$ cat src/rtl/mux_scan_nx1.sv
//------------------------------------------------------------------------------
// mux_scan_nx1 : registered N-to-1 mux with manual select or auto channel scan
// Revision     : 1.0
//------------------------------------------------------------------------------
`default_nettype none

module mux_scan_nx1 #(
    parameter int WIDTH    = 4,
    parameter int CHANNELS = 8,
    parameter int DWELL    = 2,
    localparam int SELW    = $clog2(CHANNELS)
) (
    input  logic                      clk,
    input  logic                      rst,
    input  logic                      en,
    input  logic                      mode,
    input  logic [SELW-1:0]           sel_in,
    input  logic [CHANNELS*WIDTH-1:0] data_in,
    output logic [WIDTH-1:0]          out,
    output logic [SELW-1:0]           sel_out,
    output logic                      valid,
    output logic                      wrap
);

    localparam int            DCW        = (DWELL > 1) ? $clog2(DWELL) : 1;
    localparam int            NPAD       = 1 << SELW;
    localparam logic [DCW-1:0]  DWELL_LAST = DCW'(DWELL - 1);
    localparam logic [SELW-1:0] LAST_CH    = SELW'(CHANNELS - 1);
    localparam logic [SELW:0]   CH_LIM     = (SELW + 1)'(CHANNELS);

    logic [SELW-1:0]  ptr;
    logic [DCW-1:0]   dwell_cnt;
    logic             sel_ok;
    logic [WIDTH-1:0] chan [NPAD];

    // Unused select codes of a non-power-of-2 mux read as zero.
    for (genvar k = 0; k < NPAD; k++) begin : g_chan
        if (k < CHANNELS) begin : g_live
            assign chan[k] = data_in[k*WIDTH +: WIDTH];
        end else begin : g_pad
            assign chan[k] = '0;
        end
    end

    assign sel_ok = ({1'b0, sel_in} < CH_LIM);

    always_ff @(posedge clk or posedge rst) begin
        if (rst) begin
            out       <= '0;
            sel_out   <= '0;
            valid     <= 1'b0;
            wrap      <= 1'b0;
            ptr       <= '0;
            dwell_cnt <= '0;
        end else if (!en) begin
            valid <= 1'b0;
            wrap  <= 1'b0;
        end else if (!mode) begin
            wrap      <= 1'b0;
            dwell_cnt <= '0;
            if (sel_ok) begin
                out     <= chan[sel_in];
                sel_out <= sel_in;
                valid   <= 1'b1;
                ptr     <= sel_in;
            end else begin
                out   <= '0;
                valid <= 1'b0;
            end
        end else begin
            out     <= chan[ptr];
            sel_out <= ptr;
            valid   <= 1'b1;
            // Last cycle of this channel's dwell: step on, flag the wrap to 0.
            if (dwell_cnt == DWELL_LAST) begin
                dwell_cnt <= '0;
                ptr       <= (ptr == LAST_CH) ? '0 : ptr + 1'b1;
                wrap      <= (ptr == LAST_CH);
            end else begin
                dwell_cnt <= dwell_cnt + 1'b1;
                wrap      <= 1'b0;
            end
        end
    end

endmodule

`default_nettype wire

$ cat config.mk
export PLATFORM = sky130hd
export DESIGN_NAME = mux_scan_nx1
export DESIGN_NICKNAME = d
export VERILOG_FILES = /design/src/rtl/mux_scan_nx1.sv
export SDC_FILE = /design/constraint.sdc
export NUM_CORES = 1
export LEC_CHECK = 0
export CORE_MARGIN = 3
export CORE_UTILIZATION = 35
export CTS_BUF_LIST = sky130_fd_sc_hd__clkbuf_4 sky130_fd_sc_hd__clkbuf_8
export DETAILED_ROUTE_END_ITERATION = 10
export PLACE_DENSITY = 0.78
export SYNTH_ARGS = -nofsm -noshare
export SYNTH_HDL_FRONTEND = slang
export SYNTH_SLANG_ARGS = --single-unit
$ cat constraint.sdc
create_clock -name clk -period 1.55 [get_ports clk]
set_clock_uncertainty 0.1 [all_clocks]
set_input_delay 0.155 -clock clk [delete_from_list [all_inputs] [get_ports clk]]
set_output_delay 0.155 -clock clk [all_outputs]
set_load 0.02 [all_outputs]
==> Word-level counts from Yosys, hierarchy flattened <==
Index checks and enable logic that the tools add are counted.
{ "word_totals": {"ff_bits": 13, "latchBits": 0, "mem_bits_rw": 0, "rom_bits": 0, "memories": 0} }
{ "classes": {"n_addsub": 2, "multipliers": 0, "n_div": 0, "magnitude_cmp": 2, "n_eq_ne": 2, "shift": 0, "muxes": 17, "bitwise_logic": 2, "reduce_logical": 1} }
{ "ops": {"columns": ["cell", "n"], "rows": [
  ["binary-select mux 4 bit (select 3 bit)", 2],
  ["two-way mux 4 bit", 5],
  ["two-way mux 3 bit", 4],
  ["greater-or-equal comparator 4 bit (second input constant)", 2],
  ["NOT 3 -> 4 bit", 2],
  ["two-way mux 1 bit", 6],
  ["adder 3 x 1 -> 3 bit (second input constant)", 1],
  ["== test 3 bit (second input constant)", 1],
  ["!= test 2 x 1 -> 1 bit (second input constant)", 1],
  ["AND reduction 2 bit", 1],
  ["adder 1 bit (second input constant)", 1]
]} }

==> Longest topological paths before layout <==
Gate-level depths: netlist of the first run.
{ "logic_depth": {"word_depth": 5, "depth_mapped": 5} }

==> Worst setup path before layout of the first run <==
Ideal clock, no wire load.
{ "synth_timing": {"kind": "register -> register", "start": "register ptr[1]", "end": "register out[0]", "arrival_ns": 1.329, "t_required_ns": 1.323, "slack_ns": -0.006, "path_stages_with_launch": 5, "synth_period_minus_slack_ns": 1.556, "cell_sequence": "dfrtp_1 > buf_2 > mux4_2 > a22oi_1 > a21oi_1"} }
{ "synth_between": {"elab_chain_cells": 5} }
{ "synth_lines": {"columns": ["item", "line", "source"], "rows": [
  ["start: declaration", "31", "logic [SELW-1:0] ptr;"],
  ["start signal: assignment", "65", "ptr <= sel_in;"],
  ["start signal: assignment", "77", "ptr <= (ptr == LAST_CH) ? '0 : ptr + 1'b1;"],
  ["NOT 3 -> 4 bit (not written as such)", "71", "out <= chan[ptr];"],
  ["binary-select mux 4 bit (select 3 bit)", "71", null],
  ["two-way mux 4 bit (not written as such) (2 in series)", "71", null],
  ["two-way mux 4 bit", "58", "end else if (!mode) begin"],
  ["end signal: assignment", "62", "out <= chan[sel_in];"],
  ["end signal: assignment", "71", null],
  ["end: declaration", "19", "output logic [WIDTH-1:0] out,"]
]} }
Every way passes these cells. The select of a mux whose other input is x is not followed.
A chain may end at the register's enable or synchronous reset.

==> Worst setup path after layout of the first run <==
{ "layout_timing": {"start": "register ptr[0]", "end": "register ptr[0]"} }
{ "layout_between": {"elab_chain_cells": 4, "word_cells_on_any_way": 5} }
{ "layout_lines": {"columns": ["item", "line", "source"], "rows": [
  ["adder 3 x 1 -> 3 bit / == test 3 bit (equally long branches)", "77", null],
  ["two-way mux 3 bit *", "77", null],
  ["two-way mux 3 bit *", "75", "if (dwell_cnt == DWELL_LAST) begin"],
  ["two-way mux 3 bit *", "58", null]
]} }
Mark *: on every way between the ends. The rest lies on a longest branch, timed or not. The select of a mux whose other input is x is not followed.

==> results list, run 1 <==
- During synthesis, Yosys emitted a total of 0 warnings.
- Final antenna-violating net count: 0
- The floorplan step defined a die boundary enclosing 3800 um2.
* CTS root buffer: sky130_fd_sc_hd__clkbuf_4
* Met3 wirelength from detailed routing: 151 um
* Most instantiated cells after synthesis: sky130_fd_sc_hd__mux2i_1 (15), sky130_fd_sc_hd__dfrtp_1 (13), sky130_fd_sc_hd__mux4_2 (9)
- Power per cell area: 729 nW/um2
- Post-layout min period: between 1.5 and 2 ns
- Among all cell types in the netlist, the one instantiated most often is sky130_fd_sc_hd__mux2i_1.
- Maximum fanout along the worst path: 4
* Antenna Cells: 0
- Ranked by total cell area, the synthesized netlist is headed by sky130_fd_sc_hd__dfrtp_1 (30%), sky130_fd_sc_hd__mux4_2 (19%), sky130_fd_sc_hd__mux2i_1 (14%).
- The largest total area in the synthesized netlist belongs to sky130_fd_sc_hd__dfrtp_1.
- Combinational cells account for 48.0% of the total power.
- Met2 wire len: about 1.6 mm
* Total routing usage reported by global routing: between 10% and 20%
- Dividing the detail-routed wire length by the instance count gives 16.4 um.
* Nature of the critical path startpoint: flip-flop
- The clock passes through at most 2 buffers.
- Internal power comes to 848 uW.
* First-pass GRT wire length: ~4.9 mm
- Synth Net Count: roughly 150
- Dividing the detail-routed via count by the number of cells gives about 5.7.
- Router iterations before antenna repair: 4
- Transition at the pin with the smallest max-transition slack: 0.515 ns
- Entering global routing, the biggest net connects 14 pins.
- Layout filler cell count: roughly 240
- Total core area: 2850 um2
- Counting distinct cell types in the post-synthesis netlist gives 28.
* HPWL after detailed placement: ~2.6 mm
- Standard-cell rows: 19
- Vias in the first global route: 1110
* Total wire length: roughly 3.2 mm
* Maximum vdd ir drop: between 300 and 400 uV
* DIE WIDTH: 61.6 um
* Final routed DRC violation total: 0
* Syn Inst Count: between 100 and 150
* I/O pin count: 48
* Mean instance size in the synthesized netlist: 10.4 um2
* Share of the yosys chip area belonging to registers: a little under a third
- Clock latency at the later pin of the worst-skew pair: roughly 0.28 ns
* Type of the worst min-delay path: in2async
- Leakage power figure: 0.758 nW
- Of the cells placed in the final design, the portion with a size suffix greater than 1 is approximately 23%.
- Violations in the final reports: setup timing
- At the end of the flow, the number of nets in the layout was between 200 and 250.
- Data on the critical path arrives at its endpoint at approximately 1.8 ns.
- Post-synthesis sequential element count: 13
- GPL Wtd Cong: around 0.90
* Final sum of negative setup slack: -0.138 ns
- CTS built an H-tree with a depth of 1.
- The initial antenna violation count is 0.
- TritonCTS built the clock tree.
- During placement, the flow inserted port buffers numbering 47.
- Based on the critical path, the design can be clocked at up to between 500 and 600 MHz.
* Slew Limit Headroom: ~66%
- Relative to the synthesized area, the layout overhead comes to 60.6%.
* Part of the total power dissipated in the clock network: 17.2%
* Switching pwr: between 400 and 500 uW
- Net switching is between 30% and 40% of the power.
* Portion of total power attributed to sequential cells: between 30% and 40%
- The worst setup path is of the reg2reg kind.
- At the worst endpoint, the required time is 1.67 ns.
- Detailed routing inserted a total of between 1k and 1.5k vias.
- After clock tree synthesis, the clock-pin slew on the worst setup and hold paths is about 0.090 ns.
- Setup violations remaining at the end of the flow were counted as 3.
- Final Cycle Share: 108%
- Across all hold checks on the routed design, the worst slack comes to approximately 0.097 ns.
- Setup repair after global routing missed its margin: true
- Async S/R FF share, synth: 100%
- Outcome: finished, violations left
- Setup slack on the critical path of the routed design comes to -0.129 ns.
* Total congestion overflow: 0
- In this run, synthesis inferred 0 flip-flops with an integrated enable.
* Starting Density: between 30% and 40%
* Yosys top cell area share: approximately 30%
* Count of maximum capacitance violations: 0
- The most used flip-flop cell after synthesis is sky130_fd_sc_hd__dfrtp_1.
* Routed length on met1: approximately 1.4 mm
- Max Slew Vio Count: 0
- Buffers inserted during clock tree synthesis total 3.
- Starting DRT DRC Count: 50
- Count of endpoints failing hold in the final timing report: 0
- Critical Path Sink Type: flip-flop
* Die Y: 61.6 um
* Highest signal layer in the routed design: met4
- The cell area that synthesis handed to floorplanning was about 1100 um2.
* Total clock sinks: 13
==> per-layer routing <==
layer	track usage (%)	up-vias
met5	0	-
met4	5.76	0
met3	1.68	6
met2	27.7	46
met1	23.1	547
li1	-	520
==> worst max-delay path: stages (launching register included) <==
cell and delay, ns:
sky130_fd_sc_hd__dfrtp_2 0.45, sky130_fd_sc_hd__buf_6 0.14, sky130_fd_sc_hd__ha_1 0.19, sky130_fd_sc_hd__ha_2 0.18, sky130_fd_sc_hd__o31ai_1 0.35, sky130_fd_sc_hd__a22o_1 0.21
==> power groups by stage <==
stage          Combinational (mW)  Sequential, mW  Clock (mW)
6_report                    0.608           0.442       0.218
5_1_grt                     0.652           0.451       0.236
4_1_cts                     0.603           0.442       0.224
3_5_place_dp                0.584           0.447           0
3_3_place_gp                0.571           0.444           0
2_1_floorplan               0.297           0.458           0
==> state kept, by name, summed over array words and instances, names as in the netlist <==
register / count
valid: 1
wrap: 1
dwell_cnt: 1
out: 4
ptr: 3
sel_out: 3
==> area by class of cell <==
cell class | instances | area (um2) | share of cell area (%)
clock buffers | 3 | 22.5 | 1.29
clock inverters | 1 | 5.00 | 0.288
inverters | 6 | 22.5 | 1.29
multi-input cells | 77 | 704 | 40.5
flip-flops and latches | 13 | 327 | 18.8
well taps | 31 | 38.8 | 2.23
repair buffers | 64 | 621 | 35.7
==> per-stage QoR <==
step	area [um2]	std cells	util (%)	worst slack [ns]	total power, mW
2_1_floorplan	1090	104	-	0.0361	0.755
6_report	1740	195	61.0	-0.129	1.27
4_1_cts	1720	194	60.4	-0.0148	1.27
3_5_place_dp	1680	190	58.8	-0.369	1.03
3_3_place_gp	1680	190	58.8	-0.287	1.01
5_1_grt	1740	195	61.0	-0.140	1.34
==> layout by cell type, fill, tap and decap left out, types with 2 or more instances in the layout <==
cell type	n
sky130_fd_sc_hd__dfrtp_1	12
sky130_fd_sc_hd__a22o_1	4
sky130_fd_sc_hd__a31oi_1	2
sky130_fd_sc_hd__nor3_1	3
sky130_fd_sc_hd__o22ai_1	6
sky130_fd_sc_hd__mux2i_1	15
sky130_fd_sc_hd__nor2_1	8
sky130_fd_sc_hd__buf_4	15
sky130_fd_sc_hd__clkbuf_4	3
sky130_fd_sc_hd__clkdlybuf4s50_1	43
sky130_fd_sc_hd__nand3_1	2
sky130_fd_sc_hd__mux4_2	9
sky130_fd_sc_hd__dlymetal6s2s_1	3
sky130_fd_sc_hd__a22oi_2	3
sky130_fd_sc_hd__nand2_1	7
sky130_fd_sc_hd__o21ai_1	2
sky130_fd_sc_hd__a21oi_1	5
sky130_fd_sc_hd__inv_1	5
==> path summary, 6_finish.rpt <==
kind,startpoint,to,slack [ns],cells after the start
worst max register to register,ptr[0]$_DFFE_PP0P_,ptr[0]$_DFFE_PP0P_,-0.13,5
worst min register to register,out[3]$_DFFE_PP0P_,out[3]$_DFFE_PP0P_,0.42,1
worst max-delay path,ptr[0]$_DFFE_PP0P_,ptr[0]$_DFFE_PP0P_,-0.13,5
max in group asynchronous,rst,ptr[0]$_DFFE_PP0P_,0.88,2
min in group clk,out[3]$_DFFE_PP0P_,out[3]$_DFFE_PP0P_,0.42,1
worst min-delay path,rst,sel_out[0]$_DFFE_PP0P_,0.1,2
==> kinds of logic after synthesis <==
family          count (synthesis)  synth area share, %
buf+inv                        14                 6.58
simple gates                   25                 11.0
flops                          13                 30.0
fa+ha+maj                       2                 2.31
compound gates                 25                 15.1
mux                            25                 35.0
==> repair_timing <==
action | in CTS | in global routing
hold buffers | 0 | 0
cloned | 0 | 0
setup buffers | 0 | 1
setup endpoints to repair | 6 | 9
hold endpoints to repair | 0 | 0
pin swaps | 2 | 3
gates resized for setup | 6 | 4
(Power assumes the default switching activity.)
==> inputs of run 2 (changes only) <==
--- a/config.mk
+++ b/config.mk
@@ -5,11 +5,12 @@
 export SDC_FILE = /design/constraint.sdc
 export NUM_CORES = 1
 export LEC_CHECK = 0
+export ABC_AREA = 1
 export CORE_MARGIN = 3
 export CORE_UTILIZATION = 35
 export CTS_BUF_LIST = sky130_fd_sc_hd__clkbuf_4 sky130_fd_sc_hd__clkbuf_8
 export DETAILED_ROUTE_END_ITERATION = 10
-export PLACE_DENSITY = 0.78
+export PLACE_DENSITY = 0.73
 export SYNTH_ARGS = -nofsm -noshare
 export SYNTH_HDL_FRONTEND = slang
 export SYNTH_SLANG_ARGS = --single-unit
==> results list, run 2 <==
- The min-delay analysis places its worst path in the category in2async.
* Cell type contributing the most total cell area after synthesis: sky130_fd_sc_hd__dfrtp_1
* Routed length per instance: 10.7 um
- Leaving out fill and tap cells, the most frequent cell in the layout is sky130_fd_sc_hd__nand2_1.
- Counting flops with a built-in enable in the synthesized netlist gives 0.
- Footprint of the flip-flops and latches: 327 um2
- The internal power of the cells totals 970 uW.
- In the global route stage, met3 resource usage came out at 2.96%.
- Antenna Cells: 0
- Overall via count from detail_route: 1583
* Total Power Consumption: 1.56 mW
* Antenna violations before repair: 0
- Total core area: about 3700 um2
* Synthesized-area fraction occupied by adder cells: 1.84%
* Portion of total power attributed to sequential cells: between 20% and 30%
* Largest Register: out
* Total congestion overflow: 0
- TritonCTS created 3 clock buffers.
* Proportion of total power due to net switching: 37.7%
* Total clock sinks: 13
- After global routing, the most crowded layer is met2.
- Clock tree from TritonCTS: yes
- Most instantiated cells after synthesis: sky130_fd_sc_hd__nand2_1 (85), sky130_fd_sc_hd__inv_1 (40), sky130_fd_sc_hd__nand3_1 (33)
* Placed Instances: about 340
* CTS root buffer: sky130_fd_sc_hd__clkbuf_8
- # Post-CTS Setup Buffers: 0
* IO Port Bufs: 47
- The worst pin sits at a relative slew slack of between 60% and 70%.
- After filler insertion, the fill cell instance count of the layout stands at around 390.
- In the final layout, the multi-input gates occupy approximately 770 um2.
- Transition at the pin with the smallest max-transition slack: a little under 0.5 ns
- Mux contribution to synthesized area: 0%
- Area fraction in compound gates after synthesis: roughly 7%
* Required time at the endpoint of the critical path: between 1 and 1.5 ns
* Starting DRT DRC Count: between 100 and 150
* Mean instance size in the synthesized netlist: a little under 6 um2
- First-pass GRT wire length: just over 6 mm
* Yosys top cell area share: a little under a quarter
- Dividing total power by cell area gives a power density of approximately 780 nW/um2.
- Clock latency at the later pin of the worst-skew pair: roughly 0.24 ns
* Number of nets in the finished design: 335
- Counting both buffers and inverters, the worst setup path holds a total of 1.
* Largest register FFs: 4
* Cell Area, Synth: ~1400 um2
* Max Slew Vio Count: 0
* Biggest registers after layout: out x4, ptr x3, sel_out x3
- After clock tree synthesis, the clock-pin slew on the worst setup and hold paths is about 0.050 ns.
- Most used DFF post-synth: sky130_fd_sc_hd__dfrtp_1
- The floorplan step set the die height to 68.4 um.
- Count of endpoints failing hold in the final timing report: 0
- Area growth from synthesis to layout: 46.5%
- Outcome: complete, no violations
- The worst setup path is captured at an output pin.
- Among all cell types in the netlist, the one instantiated most often is sky130_fd_sc_hd__nand2_1.
- Of the total power, the clock network draws approximately 21%.
* Dominant combinational cell family by area after synthesis: simple AND/OR/NAND/NOR gates
- The top cell types in the final layout, fill and taps aside, are sky130_fd_sc_hd__nand2_1 (85), sky130_fd_sc_hd__clkdlybuf4s50_1 (47), sky130_fd_sc_hd__inv_1 (40).
* Total routing usage reported by global routing: between 10% and 20%
- Number of synthesis warnings: 0
- Simple-gate portion of the synthesized area: 47.5%
- Maximum fanout along the worst path: 2
- Hold is met by 0.129 ns.
- Finished Cell Area: about 2000 um2
* Final standard cell utilization of the core: 53.7%
- Combinational cells account for around 51% of the total power.
* Final Cycle Share: 94.6%
* I/O pin count: 48
- The detail route stage leaves a number of antenna-violating nets equal to 0.
* Standard-cell rows: 22
- Async S/R FF share, synth: 100%
- Post-Place Worst Slack: -0.0696 ns
- Sequential elements use about a quarter of the synthesized area.
* Area after detailed placement: around 2000 um2
* Post-Synth XOR/XNOR Area: 0%
- Full die area: ~4700 um2
- The synthesized design contains 13 register bits.
- Worst endpoint data arrival time: roughly 1.2 ns
- On the worst path, the slowest cell contributes a delay of 0.62 ns.
* CTS H-tree lvls: 1
* Final worst-path setup slack: ~0.084 ns
* Delay-heaviest family, CP: buffers and inverters
- Cell Chain, Critical Path: clkdlybuf4s50_1
- GPL Wtd Cong: roughly 0.84
- After detailed routing, the number of vias per cell comes to about 4.6.
* Count of maximum capacitance violations: 0
- Syn Inst Count: between 200 and 250
* Max stage delay cell, worst path: sky130_fd_sc_hd__clkdlybuf4s50_1
* Met1 track utilization from global routing: between 20% and 30%
- Share of cells above drive strength 1: 11.3%
- For this run, global-route usage on met2 was measured as 26.6%.
- The smallest clock period supported by the final layout is computed as approximately 1.5 ns.
- Leakage power figure: between 1 and 1.5 nW
- The wire-length estimate of the detail-placed layout is around 2.9 mm.
* Max frequency: between 600 and 700 MHz
* Largest net degree at the start of global routing: 18
- Unique cell type count in the Yosys netlist: 22
* Count of endpoints failing setup in the final report: 0
* Hold-fix buffers at CTS: 0
- Maximum vdd ir drop: about 280 uV
- The finished layout holds roughly 340 standard cells, fillers aside.
- Top post-synthesis cells by area: sky130_fd_sc_hd__dfrtp_1 (24%), sky130_fd_sc_hd__nand2_1 (23%), sky130_fd_sc_hd__nand3_1 (12%)
- Nature of the critical path startpoint: flip-flop
- Final sum of negative setup slack: 0 ns
- The routed design has roughly 3.7 mm of wire.
* DIE WIDTH: around 68 um
- The initial utilization of the core area, before any placement, comes to a little under two fifths.
* Synth Net Count: 276
* Final routed DRC violation total: 0
- Setup repair after global routing left no endpoint under its margin.
* Setup Crit Path Kind: reg2out
- Summed over all nets, the switching power comes to ~590 uW.
- The first TritonRoute pass finished after 4 iterations.
- The number of global-route vias before repair was 1423.
* Bufs on Longest Clock Path: 2
## run 2: changes by cell type in the layout (fill, tap and decap cells not counted), sizes merged, moves of 4 or more
cell           delta
inv              +36
mux2i            -15
mux4             -10
nand3            +35
a22o              -4
nand2            +83
clkdlybuf4s50     +4
o22ai             -6
nor2             +15
o21ai             +7
## run 2: repair_timing
| item | 4_1_cts | 5_1_grt |
|---|---|---|
| setup endpoints to repair | 0 | 1 |
| gates resized for setup | 0 | 1 |
| hold endpoints to repair | 0 | 0 |
## run 2: cell type report
class                      instances  share of cell area [%]
clock buffer                       4                    2.45
sequential                        13                    16.4
timing repair buffer              64                    31.2
multi-input combinational        170                    38.6
tap                               48                    3.01
inverter                          42                    8.40
## run 2: per-layer routing
| layer | routed length, um | up-vias | share of wire [%] |
|---|---|---|---|
| met5 | 0 | - | 0 |
| met4 | 0 | 0 | 0 |
| met3 | 235 | 0 | 6.4 |
| met2 | 1700 | 56 | 47 |
| met1 | 1720 | 695 | 47 |
| li1 | - | 832 | - |
## run 2: kinds of logic after synthesis
group	count (synthesis)
AOI/OAI and AO/OA	18
adders and majority gates	2
buffers and inverters	52
DFF	13
and+or+nand+nor	150
## run 2: power groups by stage
stage                     logic, mW  registers (mW)  clock network [mW]
after global routing          0.893           0.447               0.349
after CTS                     0.799           0.439               0.330
after global placement        0.784           0.444                   0
final                         0.796           0.441               0.320
after detailed placement      0.795           0.445                   0
after floorplan               0.465           0.478                   0
## run 2: path summary, 6_finish.rpt
check	from	to	cells past startpoint	slack, ns
worst max-delay path	out[3]$_DFFE_PP0P_	out[3]	1	0.08
worst min-delay path	rst	valid$_DFF_PP0_	2	0.13
worst max register to register	ptr[0]$_DFFE_PP0P_	out[2]$_DFFE_PP0P_	9	0.10
worst min register to register	sel_out[0]$_DFFE_PP0P_	sel_out[0]$_DFFE_PP0P_	2	0.38
max in group asynchronous	rst	ptr[0]$_DFFE_PP0P_	2	0.87
min in group clk	sel_out[0]$_DFFE_PP0P_	sel_out[0]$_DFFE_PP0P_	2	0.38
